## src/rtl/tl45_hazard_ctrl_if.sv

```systemverilog
// Decode/execute/writeback signal bundle for the tl45 hazard controller.
// master = pipeline side driving decode/ex/wb status, slave = the controller.
interface tl45_hazard_ctrl_if;
    logic        i_dec_valid;
    logic [4:0]  i_dec_opcode;
    logic [3:0]  i_dec_dr;
    logic [3:0]  i_dec_sr1;
    logic [3:0]  i_dec_sr2;
    logic        i_dec_err;
    logic        i_ex_ready;
    logic        i_wb_valid;
    logic [3:0]  i_wb_dr;
    logic        i_br_taken;
    logic        o_issue;
    logic        o_pipe_stall;
    logic        o_pipe_flush;
    logic        o_halted;
    logic        o_sb_err;
    logic [15:0] o_busy_regs;

    modport master (
        output i_dec_valid, i_dec_opcode, i_dec_dr, i_dec_sr1, i_dec_sr2, i_dec_err,
        output i_ex_ready, i_wb_valid, i_wb_dr, i_br_taken,
        input  o_issue, o_pipe_stall, o_pipe_flush, o_halted, o_sb_err, o_busy_regs
    );

    modport slave (
        input  i_dec_valid, i_dec_opcode, i_dec_dr, i_dec_sr1, i_dec_sr2, i_dec_err,
        input  i_ex_ready, i_wb_valid, i_wb_dr, i_br_taken,
        output o_issue, o_pipe_stall, o_pipe_flush, o_halted, o_sb_err, o_busy_regs
    );
endinterface

```

## src/rtl/tl45_hazard_ctrl.sv

```systemverilog
// Decode->execute scheduler: register scoreboard, issue gating, branch flush sequencing
// and halt on decode error. Outputs are combinational from registered state + inputs.
module tl45_hazard_ctrl #(
    parameter int unsigned MAX_INFLIGHT = 4,
    parameter int unsigned FLUSH_CYCLES = 2
) (
    input  logic              i_clk,
    input  logic              i_reset,
    tl45_hazard_ctrl_if.slave bus
);
    localparam int unsigned      CNT_W      = $clog2(FLUSH_CYCLES + 1);
    localparam logic [CNT_W-1:0] FLUSH_LOAD = CNT_W'(FLUSH_CYCLES);
    localparam logic [CNT_W-1:0] CNT_ONE    = CNT_W'(1);
    localparam logic [3:0]       MAX_Q      = 4'(MAX_INFLIGHT);
    localparam logic [4:0]       OP_IN      = 5'h10;
    localparam logic [4:0]       OP_OUT     = 5'h11;
    localparam logic [15:0]      REG_MASK   = 16'hFFFE;

    typedef enum logic [1:0] {
        ST_RUN   = 2'd0,
        ST_FLUSH = 2'd1,
        ST_HALT  = 2'd2
    } state_e;

    state_e           state_q, state_d;
    logic [CNT_W-1:0] flush_cnt_q, flush_cnt_d;
    logic [15:0]      busy_q, busy_d;
    logic [3:0]       inflight_q, inflight_d;
    logic             sb_err_q, sb_err_d;

    logic [15:0] dr_oh, sr1_oh, sr2_oh, wb_oh;
    logic [15:0] busy_eff, set_mask, clr_mask;
    logic [3:0]  inflight_after;
    logic        dr_nz, wb_nz, wb_hit, wb_miss;
    logic        raw_haz, waw_haz, io_haz, cap_haz, hazard;
    logic        in_run, in_flush, in_halt;
    logic        issue, set_bit;

    genvar gi;
    generate
        for (gi = 0; gi < 16; gi++) begin : g_decode
            assign dr_oh[gi]  = (bus.i_dec_dr  == 4'(gi));
            assign sr1_oh[gi] = (bus.i_dec_sr1 == 4'(gi));
            assign sr2_oh[gi] = (bus.i_dec_sr2 == 4'(gi));
            assign wb_oh[gi]  = (bus.i_wb_dr   == 4'(gi));
        end
    endgenerate

    assign in_run   = (state_q == ST_RUN);
    assign in_flush = (state_q == ST_FLUSH);
    assign in_halt  = (state_q == ST_HALT);

    assign dr_nz = (bus.i_dec_dr != 4'd0);
    assign wb_nz = (bus.i_wb_dr != 4'd0);

    // A writeback only retires if its register is actually marked busy.
    assign wb_hit  = bus.i_wb_valid & wb_nz & |(wb_oh & busy_q);
    assign wb_miss = bus.i_wb_valid & wb_nz & ~wb_hit;

    assign busy_eff       = busy_q & ~(bus.i_wb_valid ? wb_oh : 16'h0000);
    assign inflight_after = inflight_q - {3'b000, wb_hit};

    assign raw_haz = |(busy_eff & (sr1_oh | sr2_oh));
    assign waw_haz = dr_nz & |(busy_eff & dr_oh);
    assign io_haz  = ((bus.i_dec_opcode == OP_IN) | (bus.i_dec_opcode == OP_OUT))
                     & (inflight_after != 4'd0);
    assign cap_haz = dr_nz & (inflight_after == MAX_Q);
    assign hazard  = raw_haz | waw_haz | io_haz | cap_haz;

    assign issue = ~i_reset & in_run & bus.i_dec_valid & ~hazard & bus.i_ex_ready
                   & ~bus.i_br_taken & ~bus.i_dec_err;

    assign bus.o_issue      = issue;
    assign bus.o_pipe_stall = ~i_reset & (in_halt | (in_run & bus.i_dec_valid & ~issue
                                                     & ~bus.i_br_taken));
    assign bus.o_pipe_flush = ~i_reset & in_flush;
    assign bus.o_halted     = ~i_reset & in_halt;
    assign bus.o_sb_err     = sb_err_q;
    assign bus.o_busy_regs  = i_reset ? 16'h0000 : busy_q;

    // Scoreboard: a same-register set and clear nets to "still busy, count unchanged".
    assign set_bit  = issue & dr_nz;
    assign set_mask = set_bit ? dr_oh : 16'h0000;
    assign clr_mask = wb_hit ? wb_oh : 16'h0000;

    always_comb begin
        busy_d     = ((busy_q & ~clr_mask) | set_mask) & REG_MASK;
        inflight_d = inflight_q + {3'b000, set_bit} - {3'b000, wb_hit};
        sb_err_d   = sb_err_q | wb_miss;
    end

    always_comb begin
        state_d     = state_q;
        flush_cnt_d = flush_cnt_q;
        case (state_q)
            ST_RUN: begin
                if (bus.i_br_taken) begin
                    state_d     = ST_FLUSH;
                    flush_cnt_d = FLUSH_LOAD;
                end else if (bus.i_dec_err) begin
                    state_d = ST_HALT;
                end
            end
            ST_FLUSH: begin
                if (bus.i_br_taken) begin
                    flush_cnt_d = FLUSH_LOAD;
                end else if (flush_cnt_q == CNT_ONE) begin
                    state_d     = ST_RUN;
                    flush_cnt_d = '0;
                end else begin
                    flush_cnt_d = flush_cnt_q - CNT_ONE;
                end
            end
            ST_HALT: begin
                state_d = ST_HALT;
            end
            default: begin
                state_d     = ST_RUN;
                flush_cnt_d = '0;
            end
        endcase
    end

    always_ff @(posedge i_clk) begin
        if (i_reset) begin
            state_q     <= ST_RUN;
            flush_cnt_q <= '0;
            busy_q      <= '0;
            inflight_q  <= '0;
            sb_err_q    <= 1'b0;
        end else begin
            state_q     <= state_d;
            flush_cnt_q <= flush_cnt_d;
            busy_q      <= busy_d;
            inflight_q  <= inflight_d;
            sb_err_q    <= sb_err_d;
        end
    end
endmodule

```

## src/flat_wrapper.sv

```systemverilog
// flat-port wrapper written by rule: the top's interface ports become plain ports
module tl45_hazard_ctrl_flat 
#(
    parameter int unsigned MAX_INFLIGHT = 4,
    parameter int unsigned FLUSH_CYCLES = 2
)
  (i_clk, i_reset, bus_i_dec_valid, bus_i_dec_opcode, bus_i_dec_dr, bus_i_dec_sr1, bus_i_dec_sr2, bus_i_dec_err, bus_i_ex_ready, bus_i_wb_valid, bus_i_wb_dr, bus_i_br_taken, bus_o_issue, bus_o_pipe_stall, bus_o_pipe_flush, bus_o_halted, bus_o_sb_err, bus_o_busy_regs);
  tl45_hazard_ctrl_if bus_i ();
  input  logic i_clk;
  input  logic i_reset;
  input wire logic [$bits(bus_i.i_dec_valid)-1:0] bus_i_dec_valid;
  input wire logic [$bits(bus_i.i_dec_opcode)-1:0] bus_i_dec_opcode;
  input wire logic [$bits(bus_i.i_dec_dr)-1:0] bus_i_dec_dr;
  input wire logic [$bits(bus_i.i_dec_sr1)-1:0] bus_i_dec_sr1;
  input wire logic [$bits(bus_i.i_dec_sr2)-1:0] bus_i_dec_sr2;
  input wire logic [$bits(bus_i.i_dec_err)-1:0] bus_i_dec_err;
  input wire logic [$bits(bus_i.i_ex_ready)-1:0] bus_i_ex_ready;
  input wire logic [$bits(bus_i.i_wb_valid)-1:0] bus_i_wb_valid;
  input wire logic [$bits(bus_i.i_wb_dr)-1:0] bus_i_wb_dr;
  input wire logic [$bits(bus_i.i_br_taken)-1:0] bus_i_br_taken;
  output wire logic [$bits(bus_i.o_issue)-1:0] bus_o_issue;
  output wire logic [$bits(bus_i.o_pipe_stall)-1:0] bus_o_pipe_stall;
  output wire logic [$bits(bus_i.o_pipe_flush)-1:0] bus_o_pipe_flush;
  output wire logic [$bits(bus_i.o_halted)-1:0] bus_o_halted;
  output wire logic [$bits(bus_i.o_sb_err)-1:0] bus_o_sb_err;
  output wire logic [$bits(bus_i.o_busy_regs)-1:0] bus_o_busy_regs;
  assign bus_i.i_dec_valid = bus_i_dec_valid;
  assign bus_i.i_dec_opcode = bus_i_dec_opcode;
  assign bus_i.i_dec_dr = bus_i_dec_dr;
  assign bus_i.i_dec_sr1 = bus_i_dec_sr1;
  assign bus_i.i_dec_sr2 = bus_i_dec_sr2;
  assign bus_i.i_dec_err = bus_i_dec_err;
  assign bus_i.i_ex_ready = bus_i_ex_ready;
  assign bus_i.i_wb_valid = bus_i_wb_valid;
  assign bus_i.i_wb_dr = bus_i_wb_dr;
  assign bus_i.i_br_taken = bus_i_br_taken;
  assign bus_o_issue = bus_i.o_issue;
  assign bus_o_pipe_stall = bus_i.o_pipe_stall;
  assign bus_o_pipe_flush = bus_i.o_pipe_flush;
  assign bus_o_halted = bus_i.o_halted;
  assign bus_o_sb_err = bus_i.o_sb_err;
  assign bus_o_busy_regs = bus_i.o_busy_regs;
  tl45_hazard_ctrl #(.MAX_INFLIGHT(MAX_INFLIGHT), .FLUSH_CYCLES(FLUSH_CYCLES)) u_core (.i_clk(i_clk), .i_reset(i_reset), .bus(bus_i));
endmodule
```

## config.mk

```make
export PLATFORM = sky130hd
export DESIGN_NAME = tl45_hazard_ctrl_flat
export DESIGN_NICKNAME = d
export VERILOG_FILES = /design/src/rtl/tl45_hazard_ctrl_if.sv /design/src/rtl/tl45_hazard_ctrl.sv /design/src/flat_wrapper.sv
export SDC_FILE = /design/constraint.sdc
export NUM_CORES = 1
export LEC_CHECK = 0
export ABC_AREA = 1
export CAP_MARGIN = 20
export CORE_MARGIN = 2
export CORE_UTILIZATION = 56
export CTS_CLUSTER_DIAMETER = 60
export CTS_CLUSTER_SIZE = 28
export DETAILED_ROUTE_END_ITERATION = 8
export PLACE_DENSITY = 0.87
export SKIP_CTS_REPAIR_TIMING = 1
export SYNTH_ARGS = -nofsm -noshare
export SYNTH_HDL_FRONTEND = slang
export SYNTH_SLANG_ARGS = --single-unit
```

## constraint.sdc

```tcl
create_clock -name i_clk -period 9.9 [get_ports i_clk]
set_input_delay 0.99 -clock i_clk [delete_from_list [all_inputs] [get_ports i_clk]]
set_output_delay 0.99 -clock i_clk [all_outputs]
set_load 0.005 [all_outputs]
```

==> summary.md <==
| Metric | Value |
|---|---|
| Status | `finished clean` |
| Worst reg2reg startpoint | `u_core.busy_q[10]` |
| I/O pin count | `49` |
| GRT met2 Usage | `47.3%` |
| Psw | `67.5 uW` |
| Length of the first detailed-routing pass in iterations | `5` |
| Worst path required time | `8.91 ns` |
| Peak VDD IR | `0.0000538 V` |
| Min-Delay Startpoint | `u_core.bus.o_sb_err` |
| Slowest cell on crit path | `and2_1` |
| Layout area overhead | `23.9%` |
| Root buffer cell | `clkbuf_8` |
| DP Wirelength | `5170 um` |
| Chip Height | `67.8 um` |
| Net Sw Frac | `28.1%` |
| Via density | `5.34` |
| Busiest layer in global routing | `met2` |
| Number of synthesized register bits | `24` |
| Pint | `173 uW` |
| Worst Hold Path Cells | `2` |
| IO buf count | `46` |
| Total GRT Usage | `28.7%` |
| Maximum clock rate | `163 MHz` |
| FF-to-FF End | `u_core.inflight_q[2]` |
| Die Footprint | `4600 um2` |
| Crit path launch type | `input pin` |
| Critical Path Max Stage Delay | `0.54 ns` |
| DRT Wirelength | `6660 um` |
| Global route total overflow | `0` |
| Lkg Pwr | `1.36 nW` |
| Synthesized area per cell | `5.36 um2` |
| Setup Skew | `0.00349 ns` |
| Maximum root-to-sink buffer count | `2` |
| Diode count | `0` |
| Vias | `2751` |
| Final worst-path cycle share | `62.1%` |
| R2R depth | `23` |
| Largest net degree at the start of global routing | `35` |
| RD Place Congestion | `0.981` |
| Unique masters post-synth | `28` |
| TritonCTS buffer count | `3` |
| Worst-path cell chain | `clkdlybuf4s50_1, inv_1, nor2_2, inv_1, nor2_1, inv_1, o21ai_0, nor2_1, nand4_1, nand2_1, inv_1, ha_1, ha_1, xnor2_1, nor2_1, nand2_1, nand2_1, nor2_1, nand2_1, o21ai_0, and2_1, o21ai_0, clkdlybuf4s50_1` |
| H-tree Lvls | `1` |
| Clock power share | `37.5%` |
| Seq/Total Area, Yosys | `21.1%` |
| Post-DRT Antenna Nets | `0` |
| CP max FO | `16` |
| Worst-skew pair later-pin latency | `0.27 ns` |
| Die W | `67.8 um` |
| Reg clk slew, reported paths | `0.09 ns` |
| HP Class | `register to register` |
| Initial antenna violation count | `0` |
| Syn. warnings | `0` |
| RSZ-0062 raised after global routing | `false` |
| CTS tree | `built` |
| Critical Path AT | `5.16 ns` |
| Number of setup violations in the final report | `0` |
| Worst Hold Margin | `0.454 ns` |
| Fill cell count | `354` |
| Share of cells above drive strength 1 | `2.15%` |
| Cell Pwr Density | `85.0 nW/um2` |
| Final core occ | `71.1%` |
| Slew Viols, Final | `0` |
| Minimum clock period | `6.15 ns` |
| Comb pwr share | `20.8%` |
| Syn Nets | `463` |
| Initial DRC Count | `200` |
| DRC | `0` |
| Sequential Power Share | `41.8%` |
| Slew margin rel. | `58.9%` |
| Num rows | `23` |
| CTS sink count | `24` |
| Final #Nets | `504` |
| CORE AREA | `3970 um2` |
| Starting Density | `57.4%` |
| Drt wl/cell | `12.9 um` |
| Final hold violation count | `0` |
| Worst Tran Pin Value | `0.614 ns` |
| Number of global-route vias before repair | `2231` |
| Cell Area, Synth | `2280 um2` |
| CP Capture Type | `primary output` |
| Flop-to-flop setup slack | `5.79 ns` |
| GR met3 Demand/Resource | `3.83%` |
| GRT met1 Usage | `38.6%` |
| WHS Endpoint | `u_core.bus.o_sb_err` |
| Mapped Cells | `425` |
| Setup_tns | `0 ns` |
| Critical path type | `input pin to primary output` |
| Number of max-cap violations | `0` |
| First-pass GRT wire length | `9980 um` |
[critical path, delay by kind of cell]
kind / cells / cell delay (ns)
buffers and inverters: 6 / 1.45
xor gates and xnor gates: 1 / 0.14
AOI/OAI and AO/OA: 3 / 0.53
and+or+nand+nor: 11 / 1.67
adders and majority gates: 2 / 0.36
[Yosys cell counts, drive strengths merged]
| master | instances | area [um2] |
|---|---|---|
| a2111oi | 1 | 8.76 |
| a21boi | 1 | 7.51 |
| a21oi | 7 | 35.0 |
| and2 | 1 | 6.26 |
| buf | 4 | 31.3 |
| clkbuf | 7 | 26.3 |
| conb | 1 | 3.75 |
| dfxtp | 24 | 480 |
| fa | 1 | 20.0 |
| ha | 9 | 113 |
| inv | 65 | 244 |
| nand2 | 126 | 473 |
| nand2b | 1 | 6.26 |
| nand3 | 58 | 290 |
| nand4 | 4 | 25.0 |
| nor2 | 80 | 308 |
| nor3 | 7 | 35.0 |
| nor4 | 1 | 6.26 |
| o21ai | 16 | 80.1 |
| o221ai | 1 | 8.76 |
| o22ai | 6 | 37.5 |
| o31ai | 1 | 7.51 |
| xnor2 | 2 | 17.5 |
| xor2 | 1 | 8.76 |
[registers in the layout (all words and copies together), names as in the netlist]
register	cells
u_core.state_q	2
u_core.bus.o_sb_err	1
u_core.busy_q	15
u_core.inflight_q	4
u_core.flush_cnt_q	2
[per-layer routing]
| layer | share of wire, % | vias to the layer above |
|---|---|---|
| met1 | 44 | 1174 |
| met3 | 8.8 | 17 |
| met4 | 2.8 | 0 |
| met2 | 45 | 140 |
| li1 | - | 1420 |
| met5 | 0 | - |
[final cells by class]
cell class | count | area (um2) | area share (%)
multi-input cells | 325 | 1500 | 53.0
flip-flops and latches | 24 | 480 | 17.0
repair buffers | 47 | 468 | 16.6
inverters | 65 | 244 | 8.64
well taps | 50 | 62.6 | 2.22
clock buffers | 3 | 41.3 | 1.46
clock inverters | 1 | 30.0 | 1.06
[layout by cell type, fill, tap and decap left out]
cell / n
inv_2: 2
o22ai_1: 6
inv_1: 63
clkbuf_8: 3
nand3_1: 58
nor3_1: 7
and2_1: 1
xor2_1: 1
nor4_1: 1
clkdlybuf4s50_1: 46
a2111oi_0: 1
conb_1: 1
nor2_2: 3
o221ai_1: 1
ha_1: 9
a21oi_1: 7
nand2b_1: 1
nand2_1: 126
fa_1: 1
o21ai_0: 16
buf_4: 1
o31ai_1: 1
nand4_1: 4
nor2_1: 77
xnor2_1: 2
bufinv_16: 1
a21boi_0: 1
dfxtp_1: 24
[cells by family (layout without fill, tap and decap cells)]
logic type / after synthesis / after routing / synth area share, %
and+or+nand+nor: 278 / 278 / 50.4
buffers and inverters: 76 / 116 / 13.2
AOI/OAI and AO/OA: 33 / 33 / 8.12
DFF: 24 / 24 / 21.1
adders and majority gates: 10 / 10 / 5.82
xor gates and xnor gates: 3 / 3 / 1.15
other: 1 / 1 / 0.164
[power groups by stage]
stage          Sequential (mW)  Clock (mW)  Combinational [mW]
4_1_cts                  0.100      0.0911              0.0490
6_report                 0.100      0.0899              0.0498
5_1_grt                  0.101      0.0932              0.0547
3_5_place_dp             0.102           0              0.0487
3_3_place_gp             0.102           0              0.0481
2_1_floorplan            0.102           0              0.0268
[worst max path at each step]
stage,endpoint,cells after the start,start
3_3_place_gp,bus_o_pipe_stall,21,bus_i_wb_dr[2]
2_1_floorplan,u_core.inflight_q[2],29,bus_i_wb_dr[2]
3_5_place_dp,bus_o_pipe_stall,23,bus_i_wb_dr[2]
5_1_grt,bus_o_pipe_stall,21,bus_i_wb_dr[2]
4_1_cts,bus_o_pipe_stall,23,bus_i_wb_dr[2]
6_report,bus_o_pipe_stall,23,bus_i_wb_dr[2]
[per-stage QoR]
step | power (mW) | setup slack [ns] | area (um2) | instances
3_5_place_dp | 0.151 | 3.85 | 2750 | 511
3_3_place_gp | 0.150 | 3.87 | 2750 | 511
6_report | 0.240 | 3.75 | 2820 | 515
5_1_grt | 0.248 | 3.45 | 2820 | 515
2_1_floorplan | 0.129 | 5.84 | 2280 | 425
4_1_cts | 0.240 | 3.80 | 2820 | 515
Power figures use the tool's default switching activity.
